===== src/rtl/gsel_loader_pkg.sv =====
// Shared definitions for the game-select loader.
//   state_e            : loader FSM states
//   FrameLen           : serial frame length in bits ({IDX, CHK})
//   BitCntMax          : saturated bit count that marks an overrun frame
//   BitCntW            : width of the bit counter
//   DefaultHoldCycles  : default pseudo-reset hold time in CLK_12M cycles
package gsel_loader_pkg;

  localparam int unsigned FrameLen          = 16;
  localparam int unsigned BitCntMax         = FrameLen + 1;
  localparam int unsigned BitCntW           = 5;
  localparam int unsigned DefaultHoldCycles = 4096;

  typedef enum logic [2:0] {
    StIdle,
    StShift,
    StCheck,
    StHold,
    StApply
  } state_e;

endpackage


===== src/rtl/gsel_sync.sv =====
// Multi-stage synchronizer with rising-edge detector.
//   clk_i  : destination clock
//   rst_i  : synchronous active-high reset, clears all stages
//   d_i    : asynchronous input
//   q_o    : synchronized level
//   rise_o : one-cycle pulse when the synchronized level goes 0 -> 1
module gsel_sync #(
  parameter int unsigned SyncStages = 2
) (
  input  logic clk_i,
  input  logic rst_i,
  input  logic d_i,
  output logic q_o,
  output logic rise_o
);

  logic [SyncStages-1:0] sync_d, sync_q;
  logic                  prev_d, prev_q;

  always_comb begin
    sync_d    = sync_q;
    sync_d[0] = d_i;
    for (int i = 1; i < SyncStages; i++) begin
      sync_d[i] = sync_q[i-1];
    end
  end

  assign q_o    = sync_q[SyncStages-1];
  assign prev_d = q_o;
  assign rise_o = q_o & ~prev_q;

  always_ff @(posedge clk_i) begin
    if (rst_i) begin
      sync_q <= '0;
      prev_q <= 1'b0;
    end else begin
      sync_q <= sync_d;
      prev_q <= prev_d;
    end
  end

endmodule


===== src/rtl/gsel_loader.sv =====
// Game-select loader: receives a 16-bit {IDX, CHK} frame over an asynchronous
// SCLK/SDAT/SLAT serial link, validates it, holds GSEL at 0 (pseudo-reset) for
// HOLD_CYCLES, then applies the new game index.
//   CLK_12M : system clock
//   RESET   : synchronous active-high reset
//   SCLK    : serial clock, data sampled on rising edge
//   SDAT    : serial data, MSB first
//   SLAT    : latch strobe, rising edge ends a frame
//   GSEL    : registered game select, 0 = pseudo-reset
//   BUSY    : high from frame acceptance until GSEL is applied
//   ACK     : one-cycle pulse when GSEL is applied
//   ERR     : sticky frame error, cleared by a valid frame or RESET
module gsel_loader
  import gsel_loader_pkg::*;
#(
  parameter int unsigned HOLD_CYCLES = DefaultHoldCycles,
  parameter int unsigned SYNC_STAGES = 2
) (
  input  logic       CLK_12M,
  input  logic       RESET,
  input  logic       SCLK,
  input  logic       SDAT,
  input  logic       SLAT,
  output logic [7:0] GSEL,
  output logic       BUSY,
  output logic       ACK,
  output logic       ERR
);

  localparam int unsigned CntW = (HOLD_CYCLES > 1) ? $clog2(HOLD_CYCLES) : 1;
  localparam logic [CntW-1:0] HoldLoad = CntW'(HOLD_CYCLES - 1);

  logic sclk_s, sclk_rise;
  logic sdat_s, sdat_rise;
  logic slat_s, slat_rise;

  gsel_sync #(.SyncStages(SYNC_STAGES)) u_sync_sclk (
    .clk_i  (CLK_12M),
    .rst_i  (RESET),
    .d_i    (SCLK),
    .q_o    (sclk_s),
    .rise_o (sclk_rise)
  );

  gsel_sync #(.SyncStages(SYNC_STAGES)) u_sync_sdat (
    .clk_i  (CLK_12M),
    .rst_i  (RESET),
    .d_i    (SDAT),
    .q_o    (sdat_s),
    .rise_o (sdat_rise)
  );

  gsel_sync #(.SyncStages(SYNC_STAGES)) u_sync_slat (
    .clk_i  (CLK_12M),
    .rst_i  (RESET),
    .d_i    (SLAT),
    .q_o    (slat_s),
    .rise_o (slat_rise)
  );

  logic unused_sync;
  assign unused_sync = ^{sclk_s, sdat_rise, slat_s};

  state_e               state_d, state_q;
  logic [FrameLen-1:0]  sr_d, sr_q;
  logic [BitCntW-1:0]   bcnt_d, bcnt_q;
  logic [CntW-1:0]      hcnt_d, hcnt_q;
  logic [7:0]           pend_d, pend_q;
  logic [7:0]           gsel_d, gsel_q;
  logic                 busy_d, busy_q;
  logic                 ack_d, ack_q;
  logic                 err_d, err_q;
  logic                 frame_ok;

  assign frame_ok = (bcnt_q == BitCntW'(FrameLen)) &&
                    (sr_q[7:0] == ~sr_q[15:8]) &&
                    (sr_q[15:8] != 8'h00);

  always_comb begin
    state_d = state_q;
    sr_d    = sr_q;
    bcnt_d  = bcnt_q;
    hcnt_d  = hcnt_q;
    pend_d  = pend_q;
    gsel_d  = gsel_q;
    busy_d  = busy_q;
    ack_d   = 1'b0;
    err_d   = err_q;

    unique case (state_q)
      StIdle: begin
        if (sclk_rise) begin
          sr_d    = {sr_q[FrameLen-2:0], sdat_s};
          bcnt_d  = BitCntW'(1);
          // A latch coincident with the first bit still goes through CHECK,
          // which rejects it on the bit count.
          state_d = slat_rise ? StCheck : StShift;
        end else if (slat_rise) begin
          err_d = 1'b1;
        end
      end
      StShift: begin
        if (sclk_rise) begin
          sr_d   = {sr_q[FrameLen-2:0], sdat_s};
          bcnt_d = (bcnt_q >= BitCntW'(BitCntMax)) ? BitCntW'(BitCntMax)
                                                    : bcnt_q + BitCntW'(1);
        end
        if (slat_rise) begin
          state_d = StCheck;
        end
      end
      StCheck: begin
        bcnt_d = '0;
        if (frame_ok) begin
          err_d   = 1'b0;
          pend_d  = sr_q[15:8];
          gsel_d  = 8'h00;
          hcnt_d  = HoldLoad;
          busy_d  = 1'b1;
          state_d = StHold;
        end else begin
          err_d   = 1'b1;
          state_d = StIdle;
        end
      end
      StHold: begin
        // Serial edges are deliberately ignored while the games sit in reset.
        if (hcnt_q == '0) begin
          state_d = StApply;
        end else begin
          hcnt_d = hcnt_q - CntW'(1);
        end
      end
      StApply: begin
        gsel_d  = pend_q;
        ack_d   = 1'b1;
        busy_d  = 1'b0;
        state_d = StIdle;
      end
      default: begin
        state_d = StIdle;
      end
    endcase
  end

  always_ff @(posedge CLK_12M) begin
    if (RESET) begin
      state_q <= StIdle;
      sr_q    <= '0;
      bcnt_q  <= '0;
      hcnt_q  <= '0;
      pend_q  <= '0;
      gsel_q  <= '0;
      busy_q  <= 1'b0;
      ack_q   <= 1'b0;
      err_q   <= 1'b0;
    end else begin
      state_q <= state_d;
      sr_q    <= sr_d;
      bcnt_q  <= bcnt_d;
      hcnt_q  <= hcnt_d;
      pend_q  <= pend_d;
      gsel_q  <= gsel_d;
      busy_q  <= busy_d;
      ack_q   <= ack_d;
      err_q   <= err_d;
    end
  end

  assign GSEL = gsel_q;
  assign BUSY = busy_q;
  assign ACK  = ack_q;
  assign ERR  = err_q;

endmodule


===== config.mk =====
export PLATFORM = sky130hd
export DESIGN_NAME = gsel_loader
export DESIGN_NICKNAME = d
export VERILOG_FILES = /design/src/rtl/gsel_loader_pkg.sv /design/src/rtl/gsel_sync.sv /design/src/rtl/gsel_loader.sv
export SDC_FILE = /design/constraint.sdc
export NUM_CORES = 1
export LEC_CHECK = 0
export BUFFER_PORTS_ARGS = -buffer_cell sky130_fd_sc_hd__buf_2
export CAP_MARGIN = 10
export CELL_PAD_IN_SITES_DETAIL_PLACEMENT = 0
export CELL_PAD_IN_SITES_GLOBAL_PLACEMENT = 1
export CORE_UTILIZATION = 43
export CTS_BUF_LIST = sky130_fd_sc_hd__clkbuf_4 sky130_fd_sc_hd__clkbuf_8
export DETAILED_ROUTE_END_ITERATION = 6
export HOLD_SLACK_MARGIN = 0.05
export PLACE_DENSITY = 0.78
export SETUP_SLACK_MARGIN = 0.4
export SYNTH_ARGS = -nofsm -noshare
export SYNTH_HDL_FRONTEND = slang
export SYNTH_HIERARCHICAL = 1
export SYNTH_SLANG_ARGS = --single-unit
export TNS_END_PERCENT = 20

===== constraint.sdc =====
create_clock -name CLK_12M -period 1.8 [get_ports CLK_12M]
set_clock_uncertainty 0.05 [all_clocks]
set_input_delay 0.18 -clock CLK_12M [delete_from_list [all_inputs] [get_ports CLK_12M]]
set_output_delay 0.18 -clock CLK_12M [all_outputs]
set_load 0.02 [all_outputs]

==> impl_results.rst, run 1 <==
.. list-table::
   :header-rows: 1

   * - Metric
     - Value
   * - Outcome
     - complete, no violations
   * - Worst-case reg-to-reg path depth
     - 5
   * - Number of buffers inserted during clock tree synthesis
     - 9
   * - End point of the most critical hold path
     - bcnt_q[1]
   * - Largest fanout on the critical path
     - 3
   * - Count of port buffers added during placement
     - 15
   * - Setup WS pre-CTS
     - -0.0851 ns
   * - WL/cell
     - 14.8 microns
   * - Startpoint of the worst register-to-register path
     - hcnt_q[0]
   * - Worst-case headroom to the max-slew limit
     - 70.2%
   * - Number of DRC markers in iteration 0
     - 109
   * - Post-synthesis cell area
     - 2710 sq um
   * - Number of levels the H-tree was split into
     - 3
   * - All-layer global routing usage
     - 20.9%
   * - Warnings from Yosys
     - 6
   * - First-pass GRT wire length
     - 10.4 mm
   * - Layout area overhead
     - 42.6%
   * - Initial antenna violation count
     - 0
   * - NumNets Final
     - 384
   * - HPWL after DPL
     - 4.14 mm
   * - Worst hold path class
     - primary input to register
   * - Antenna Violating Nets Remaining
     - 0
   * - Portion of the clock cycle consumed by the worst path in the final layout
     - 97.8%
   * - Worst r2r dst
     - hcnt_q[11]
   * - I/O pin count
     - 16
   * - # placed instances
     - 428
   * - Standard cell core area
     - 5990 sq um
   * - Gr ovfl total
     - 0
   * - Post-route setup slack
     - 0.0405 ns
   * - Unrepaired setup endpoints after global routing
     - true
   * - Diode insertion count for antenna repair
     - 0
   * - Initial DRT Pass Iterations
     - 5
   * - Start point of the worst min-delay path
     - RESET
   * - Max frequency
     - 568 MHz
   * - Clk_lat worst skew
     - 0.35 ns
   * - Total power consumption of the routed design
     - 2.69 mW
   * - Number of slew-limit violations in the final report
     - 0
   * - # DRC
     - 0
   * - Effective utilization at floorplan
     - 45.3%
   * - Die Width
     - 81.4 microns
   * - Cell count after synthesis
     - 320
   * - TritonCTS clock tree
     - done
   * - Final setup vio count
     - 0
   * - Sink count of the clock tree
     - 63
   * - Clock-pin slew of the registers on the worst-case setup and hold paths
     - 0.08 ns
   * - Maximum number of pins on one net before global-route repair
     - 42
   * - Number of max-cap violations
     - 0
   * - DR vias
     - 2501
   * - Crit path time final
     - 1.76 ns
   * - Startpoint Class
     - register
   * - Mapped Avg Cell Area
     - 8.47 sq um
   * - Count of standard-cell rows
     - 28
   * - Syn Nets
     - 330
   * - RePlAce Congestion
     - 0.872
   * - Nature of the critical path endpoint
     - register
   * - Die Y-Extent
     - 81.4 microns
   * - Routed WL
     - 6.71 mm
   * - Final hold viol count
     - 0
   * - Tightest Pin Transition
     - 0.446 ns
   * - Register-to-register setup slack
     - 0.04 ns
   * - Vias per std cell
     - 5.51
   * - Fraction of layout instances using a drive strength above 1
     - 42.2%
   * - Number of global-route vias before repair
     - 2277
   * - Critical path class
     - register to register
   * - Worst EP arrival
     - 1.94 ns
   * - Power per Cell Area
     - 694 nW/um^2
   * - Maximum number of buffers from clock root to sink
     - 2
   * - Non-filler instance count after layout
     - 454
   * - Total negative slack for setup checks
     - 0 ns
   * - Clk Tree Root Cell
     - clkbuf_8
   * - LEAKAGE
     - 1.44 nW
   * - Cell depth of the worst min-delay path
     - 2
   * - Data required time at the worst endpoint
     - 1.98 ns
   * - Die outline area
     - 6630 sq um
   * - Worst-case vdd ir drop
     - 487 uV
==> cell type report <==
class | count | area (sq um)
Sequential cell | 63 | 1280
Fill cell | 518 | 2120
Timing Repair Buffer | 59 | 452
Tap cell | 75 | 93.8
Multi-Input combinational cell | 233 | 1830
Clock inverter | 7 | 50.0
Clock buffer | 9 | 124
Inverter | 8 | 40.0
==> power by group <==
part	internal, mW	switching (mW)
logic	0.0693	0.104
clock network	0.497	0.599
registers	1.40	0.0113
==> how the worst max path moves through the flow <==
stage                    from         end  slack (ns)  cells past startpoint
finish              hcnt_q[0]  hcnt_q[11]        0.04                      5
global route        bcnt_q[3]   hcnt_q[6]       -0.04                      6
CTS                 bcnt_q[1]   hcnt_q[3]        0.05                      8
detailed placement  bcnt_q[3]   hcnt_q[3]       -0.09                      5
global placement    bcnt_q[3]   hcnt_q[3]       -0.02                      5
floorplan           bcnt_q[3]   hcnt_q[3]        0.15                      5
==> per-stage QoR <==
stage               util, %  instance area (sq um)  hold slack [ns]
floorplan                 -                   2830            0.202
global placement       53.2                   3190            0.343
detailed placement     53.2                   3190            0.348
CTS                    58.2                   3490           0.0887
global route           64.6                   3870            0.109
finish                 64.6                   3870           0.0850
==> what timing repair did <==
action                                  CTS  global route
endpoints found under the setup margin   53            54
pin swaps                                 7            53
setup buffers                             1             6
hold buffers                              3             0
gates resized for setup                  16            81
hold endpoints to repair                  3             0
==> per-layer routing <==
layer | share of wire (%) | global-route usage [%] | vias to the layer above
met5 | 0 | 0 | -
met4 | 0.70 | 7.50 | 0
met3 | 3.9 | 5.06 | 5
met2 | 49 | 33.5 | 53
met1 | 46 | 27.1 | 1204
li1 | - | - | 1239
==> critical path: stages, from the launching register on <==
cell	delay, ns
dfxtp_4	0.37
or4_4	0.57
nor2_4	0.15
nand2_2	0.10
o311ai_4	0.29
o41ai_2	0.11
==> placed cells by master (no fill, tap or decap), types with 3 or more instances in the layout <==
cell	n
mux2i_1	8
a21oi_1	24
dfxtp_2	8
nand4_1	3
buf_4	34
nor3_2	5
dlygate4sd3_1	3
nor2_1	21
nand2_1	40
buf_6	5
nor2b_1	10
clkbuf_8	9
o21ai_0	3
nor3_1	6
dfxtp_4	3
nor3_4	4
a31oi_1	3
nand2b_1	3
inv_1	3
nor4_1	3
dfxtp_1	52
xnor2_1	7
o21a_1	6
a21oi_2	8
ha_4	3
clkinvlp_4	3
nand3_1	10
inv_2	3
nand2_2	11
nor4_2	3
buf_2	15
==> sequential cells by signal (all words and copies together) (netlist names), 2 cells and up <==
| signal | count |
|---|---|
| state_q | 3 |
| sr_q | 16 |
| u_sync_slat/sync_q | 2 |
| GSEL | 8 |
| u_sync_sdat/sync_q | 2 |
| bcnt_q | 5 |
| pend_q | 8 |
| hcnt_q | 12 |
| u_sync_sclk/sync_q | 2 |
Note: power is estimated with default switching activity, not from simulation.
==> run 2: changes to the inputs <==
==> constraint.sdc (replaced) <==
create_clock -name CLK_12M -period 1.8 [get_ports CLK_12M]
set_clock_uncertainty 0.05 [all_clocks]
set_input_delay 0.09 -clock CLK_12M [delete_from_list [all_inputs] [get_ports CLK_12M]]
set_output_delay 0.09 -clock CLK_12M [all_outputs]
set_load 0.02 [all_outputs]
==> run 2 against run 1 <==
  * Routed wire length increased by 0.19%
  * Design area grew 0.52%
  * Cell count up 0.44%
  * Sequential cell count unchanged
  * Clock power is essentially flat
  * Worst hold slack better by 0.30 ns
  * Critical path type unchanged
  * Largest power group unchanged
  * Highest routed layer unchanged
==> impl_results.rst, run 2 (synthesized netlist as in run 1, its figures left out) <==
.. list-table::
   :header-rows: 1

   * - Metric
     - Value
   * - Gr ovfl total
     - 0
   * - Final standard cell area without fillers
     - 3890 sq um
   * - Number of max-cap violations
     - 0
   * - Data required time at the worst endpoint
     - 1.98 ns
   * - Crit path time final
     - 1.76 ns
   * - Register with the most flip-flops
     - sr_q
   * - DR vias
     - 2507
   * - Final hold viol count
     - 0
   * - Count of standard-cell rows
     - 28
   * - Power per Cell Area
     - 692 nW/um^2
   * - First-pass GRT wire length
     - 10.5 mm
   * - Instance area at placement
     - 3190 sq um
   * - Critical path class
     - register to register
   * - Total negative slack for setup checks
     - 0 ns
   * - Number of levels the H-tree was split into
     - 3
   * - Standard cell core area
     - 5990 sq um
   * - Die Width
     - 81.4 microns
   * - Vias per std cell
     - 5.50
   * - Number of global-route vias before repair
     - 2282
   * - Fraction of layout instances using a drive strength above 1
     - 42.0%
   * - Routed WL
     - 6.73 mm
   * - Clk_lat worst skew
     - 0.35 ns
   * - Commonest non-fill, non-tap cells in the layout
     - dfxtp_1 (52), nand2_1 (40), buf_4 (34), a21oi_1 (24), nor2_1 (21)
   * - LEAKAGE
     - 1.45 nW
   * - Non-filler instance count after layout
     - 456
   * - Die Y-Extent
     - 81.4 microns
   * - NumNets Final
     - 386
   * - Worst hold path class
     - register to register
   * - Maximum number of pins on one net before global-route repair
     - 42
   * - Setup WS pre-CTS
     - -0.0851 ns
   * - Portion of the clock cycle consumed by the worst path in the final layout
     - 97.8%
   * - Clock-pin slew of the registers on the worst-case setup and hold paths
     - 0.08 ns
   * - Maximum number of buffers from clock root to sink
     - 2
   * - Initial antenna violation count
     - 0
   * - Initial DRT Pass Iterations
     - 5
   * - WL/cell
     - 14.7 microns
   * - Worst EP arrival
     - 1.94 ns
   * - Die outline area
     - 6630 sq um
   * - Number of buffers inserted during clock tree synthesis
     - 9
   * - Final setup vio count
     - 0
   * - RePlAce Congestion
     - 0.872
   * - Layout area overhead
     - 43.4%
   * - Most frequent standard cell in the layout excluding fill and tap cells
     - dfxtp_1
   * - Worst-case headroom to the max-slew limit
     - 69.5%
   * - Tightest Pin Transition
     - 0.456 ns
   * - Clk Tree Root Cell
     - clkbuf_8
   * - Outcome
     - complete, no violations
   * - I/O pin count
     - 16
   * - Sink count of the clock tree
     - 63
   * - TritonCTS clock tree
     - done
   * - Worst-case vdd ir drop
     - 486 uV
   * - # DRC
     - 0
   * - # placed instances
     - 428
   * - Effective utilization at floorplan
     - 45.3%
   * - Startpoint Class
     - register
   * - Max reg flops
     - 16
   * - Unrepaired setup endpoints after global routing
     - true
   * - Largest fanout on the critical path
     - 3
   * - Nature of the critical path endpoint
     - register
   * - Count of port buffers added during placement
     - 15
   * - Largest registers ranked by flip-flop count
     - sr_q: 16 flops, hcnt_q: 12 flops
   * - All-layer global routing usage
     - 21.0%
   * - Diode insertion count for antenna repair
     - 0
   * - Max frequency
     - 568 MHz
   * - Register-to-register setup slack
     - 0.04 ns
   * - Antenna Violating Nets Remaining
     - 0
   * - Number of slew-limit violations in the final report
     - 0
   * - Post-route setup slack
     - 0.0401 ns
   * - Number of DRC markers in iteration 0
     - 106
   * - HPWL after DPL
     - 4.14 mm
## run 2: final timing paths
path                                       startpoint                    end  cells past startpoint
worst min register to register  u_sync_slat/sync_q[0]  u_sync_slat/sync_q[1]                      1
worst min-delay path            u_sync_slat/sync_q[0]  u_sync_slat/sync_q[1]                      1
worst max-delay path                        hcnt_q[0]             hcnt_q[11]                      5
worst max register to register              hcnt_q[0]             hcnt_q[11]                      5
## run 2: worst max-delay path, cell delays in order (launching register included)
cell	delay, ns
dfxtp_4	0.37
or4_4	0.57
nor2_4	0.15
nand2_2	0.10
o311ai_4	0.29
o41ai_2	0.11
## run 2: what timing repair did
action	in CTS	in global routing
pin swaps	7	53
hold buffers	5	0
setup endpoints to repair	53	54
hold endpoints to repair	7	0
resized for setup	16	81
setup buffers	1	6
## run 2: metal layers
layer,routed length [microns],vias to the layer above,track usage [%]
met2,3350,50,33.6
met4,36,0,7.50
met1,3070,1207,27.2
li1,-,1245,-
met3,270,5,5.06
met5,0,-,0
## run 2: power by group
part,total (mW),internal (mW),switching (mW)
clock network,1.10,0.497,0.599
logic,0.176,0.0722,0.104
registers,1.42,1.40,0.0112
## run 2: area by class of cell
cell class | instances | area (sq um)
Inverter | 8 | 40.0
Tap cell | 75 | 93.8
Sequential cell | 63 | 1280
Clock buffer | 9 | 124
Fill cell | 519 | 2100
Multi-Input combinational cell | 233 | 1830
Timing Repair Buffer | 61 | 472
Clock inverter | 7 | 50.0
## run 2: stage by stage
step	utilization (%)	hold slack, ns	power [mW]
finish	64.9	0.387	2.69
global route	64.9	0.404	2.79
CTS	58.5	0.391	2.69
detailed placement	53.2	0.258	1.59
global placement	53.2	0.253	1.59
floorplan	-	0.112	1.54
==> run 3: changes to the inputs <==
--- a/config.mk
+++ b/config.mk
@@ -9,11 +9,12 @@
 export CAP_MARGIN = 10
 export CELL_PAD_IN_SITES_DETAIL_PLACEMENT = 0
 export CELL_PAD_IN_SITES_GLOBAL_PLACEMENT = 1
-export CORE_UTILIZATION = 43
+export CORE_UTILIZATION = 50
 export CTS_BUF_LIST = sky130_fd_sc_hd__clkbuf_4 sky130_fd_sc_hd__clkbuf_8
 export DETAILED_ROUTE_END_ITERATION = 6
 export HOLD_SLACK_MARGIN = 0.05
-export PLACE_DENSITY = 0.78
+export PLACE_DENSITY = 0.86
+export RECOVER_POWER = 25
 export SETUP_SLACK_MARGIN = 0.4
 export SYNTH_ARGS = -nofsm -noshare
 export SYNTH_HDL_FRONTEND = slang
==> constraint.sdc (replaced) <==
create_clock -name CLK_12M -period 2.3 [get_ports CLK_12M]
set_clock_uncertainty 0.05 [all_clocks]
set_input_delay 0.115 -clock CLK_12M [delete_from_list [all_inputs] [get_ports CLK_12M]]
set_output_delay 0.115 -clock CLK_12M [all_outputs]
set_load 0.02 [all_outputs]
==> run 3 against run 2 <==
  * Register-to-register slack improved by 0.36 ns
  * Sequential power decreased by 22%
  * Maximum frequency decreased by 7.4%
  * Sequential cell count unchanged
  * Global-route usage increased by 0.61 points
  * Worst hold slack improved by 0.0045 ns
  * Largest cell class unchanged
==> impl_results.rst, run 3 (synthesized netlist as in run 1, its figures left out) <==
.. list-table::
   :header-rows: 1

   * - Metric
     - Value
   * - Clk_lat worst skew
     - 0.33 ns
   * - Worst-case vdd ir drop
     - 491 uV
   * - # DRC
     - 0
   * - Total negative slack for setup checks
     - 0 ns
   * - I/O pin count
     - 16
   * - Worst hold path class
     - register to register
   * - DR vias
     - 2301
   * - Routed WL
     - 5.90 mm
   * - Die outline area
     - 5720 sq um
   * - Fraction of layout instances using a drive strength above 1
     - 17.7%
   * - Layout area overhead
     - 23.3%
   * - Register with the most flip-flops
     - sr_q
   * - First-pass GRT wire length
     - 9.09 mm
   * - Die Y-Extent
     - 75.6 microns
   * - Unrepaired setup endpoints after global routing
     - true
   * - Final setup vio count
     - 0
   * - Nature of the critical path endpoint
     - register
   * - HPWL after DPL
     - 3.64 mm
   * - Crit path time final
     - 1.90 ns
   * - Sink count of the clock tree
     - 63
   * - Number of levels the H-tree was split into
     - 3
   * - Most frequent standard cell in the layout excluding fill and tap cells
     - dfxtp_1
   * - Outcome
     - complete, no violations
   * - Maximum number of pins on one net before global-route repair
     - 29
   * - Post-route setup slack
     - 0.399 ns
   * - Die Width
     - 75.6 microns
   * - Total power consumption of the routed design
     - 2.32 mW
   * - Number of slew-limit violations in the final report
     - 0
   * - Diode insertion count for antenna repair
     - 0
   * - Initial antenna violation count
     - 0
   * - Clk Tree Root Cell
     - clkbuf_8
   * - Antenna Violating Nets Remaining
     - 0
   * - Tightest Pin Transition
     - 1.27 ns
   * - WL/cell
     - 13.9 microns
   * - Clock-pin slew of the registers on the worst-case setup and hold paths
     - 0.07 ns
   * - Critical path class
     - register to register
   * - Effective utilization at floorplan
     - 52.4%
   * - Gr ovfl total
     - 0
   * - Final hold viol count
     - 0
   * - Vias per std cell
     - 5.41
   * - All-layer global routing usage
     - 21.6%
   * - Startpoint Class
     - register
   * - Number of global-route vias before repair
     - 1922
   * - Largest registers ranked by flip-flop count
     - sr_q: 16 flops, hcnt_q: 12 flops
   * - LEAKAGE
     - 1.23 nW
   * - Worst EP arrival
     - 2.06 ns
   * - Number of DRC markers in iteration 0
     - 149
   * - Max frequency
     - 526 MHz
   * - Number of max-cap violations
     - 0
   * - Count of port buffers added during placement
     - 15
   * - Portion of the clock cycle consumed by the worst path in the final layout
     - 82.7%
   * - NumNets Final
     - 360
   * - RePlAce Congestion
     - 0.809
   * - Max reg flops
     - 16
   * - Commonest non-fill, non-tap cells in the layout
     - dfxtp_1 (58), nand2_1 (53), a21oi_1 (32), nor2_1 (23)
   * - Setup WS pre-CTS
     - 0.329 ns
   * - Standard cell core area
     - 5170 sq um
   * - Count of standard-cell rows
     - 26
   * - Data required time at the worst endpoint
     - 2.46 ns
   * - Maximum number of buffers from clock root to sink
     - 2
   * - Initial DRT Pass Iterations
     - 4
   * - Number of buffers inserted during clock tree synthesis
     - 9
   * - Power per Cell Area
     - 694 nW/um^2
   * - Largest fanout on the critical path
     - 5
   * - Worst-case headroom to the max-slew limit
     - 15.6%
   * - TritonCTS clock tree
     - done
==> run 3: changes by cell type in the layout (fill, tap and decap cells not counted), sizes merged <==
cell,change
a31o,+1
buf,-37
bufinv,+2
clkbuf,+16
clkinv,-3
clkinvlp,-3
dlygate4sd3,-2
==> run 3: routing by layer <==
metal / up-vias / part of all wire [%] / track usage, %
li1: 1193 / - / -
met4: 0 / 0.58 / 8.64
met3: 2 / 4.2 / 8.47
met2: 51 / 45 / 29.4
met5: - / 0 / 0
met1: 1055 / 50 / 30.3
==> run 3: area by class of cell <==
type / instances / area (sq um)
Multi-Input combinational cell: 234 / 1500
Sequential cell: 63 / 1270
Inverter: 8 / 30.0
Clock inverter: 3 / 65.1
Fill cell: 448 / 1830
Clock buffer: 13 / 166
Timing Repair Buffer: 34 / 219
Tap cell: 70 / 87.6
==> run 3: final timing paths <==
check | from | endpoint | slack [ns] | depth (start not counted)
hold / removal | u_sync_sdat/sync_q[1] | sr_q[0] | 0.39 | 2
setup reg to reg | hcnt_q[0] | hcnt_q[3] | 0.40 | 7
hold reg to reg | u_sync_sdat/sync_q[1] | sr_q[0] | 0.39 | 2
setup / recovery | hcnt_q[0] | hcnt_q[3] | 0.40 | 7
==> run 3: repair_timing <==
| item | 4_1_cts | 5_1_grt |
|---|---|---|
| hold endpoints to repair | 3 | 0 |
| hold buffers | 3 | 0 |
| pin swaps | 1 | 8 |
| cloned | 0 | 1 |
| endpoints found under the setup margin | 3 | 31 |
| buffers inserted | 1 | 6 |
| resized for setup | 4 | 33 |
==> run 3: worst max-delay path, stage by stage (launching register included) <==
cell and delay (ns):
dfxtp_2 0.37, inv_1 0.09, ha_1 0.21, nor4b_4 0.15, a31o_4 0.28, buf_4 0.15
a2111oi_4 0.34, o32ai_1 0.13
==> run 3: metrics by stage <==
step	utilization, %	hold WS (ns)	instance area, sq um	cells
2_1_floorplan	-	0.137	2710	320
3_3_place_gp	55.7	0.273	2880	398
3_5_place_dp	55.7	0.284	2880	398
4_1_cts	61.1	0.190	3160	418
5_1_grt	64.6	0.416	3340	425
6_report	64.6	0.392	3340	425
==> run 3: report_power, final <==
group          internal (mW)  leakage [nW]  switching (mW)
registers               1.10         0.512         0.00573
logic                 0.0425         0.595          0.0712
clock network          0.692         0.120           0.405
total                   1.84          1.23           0.482
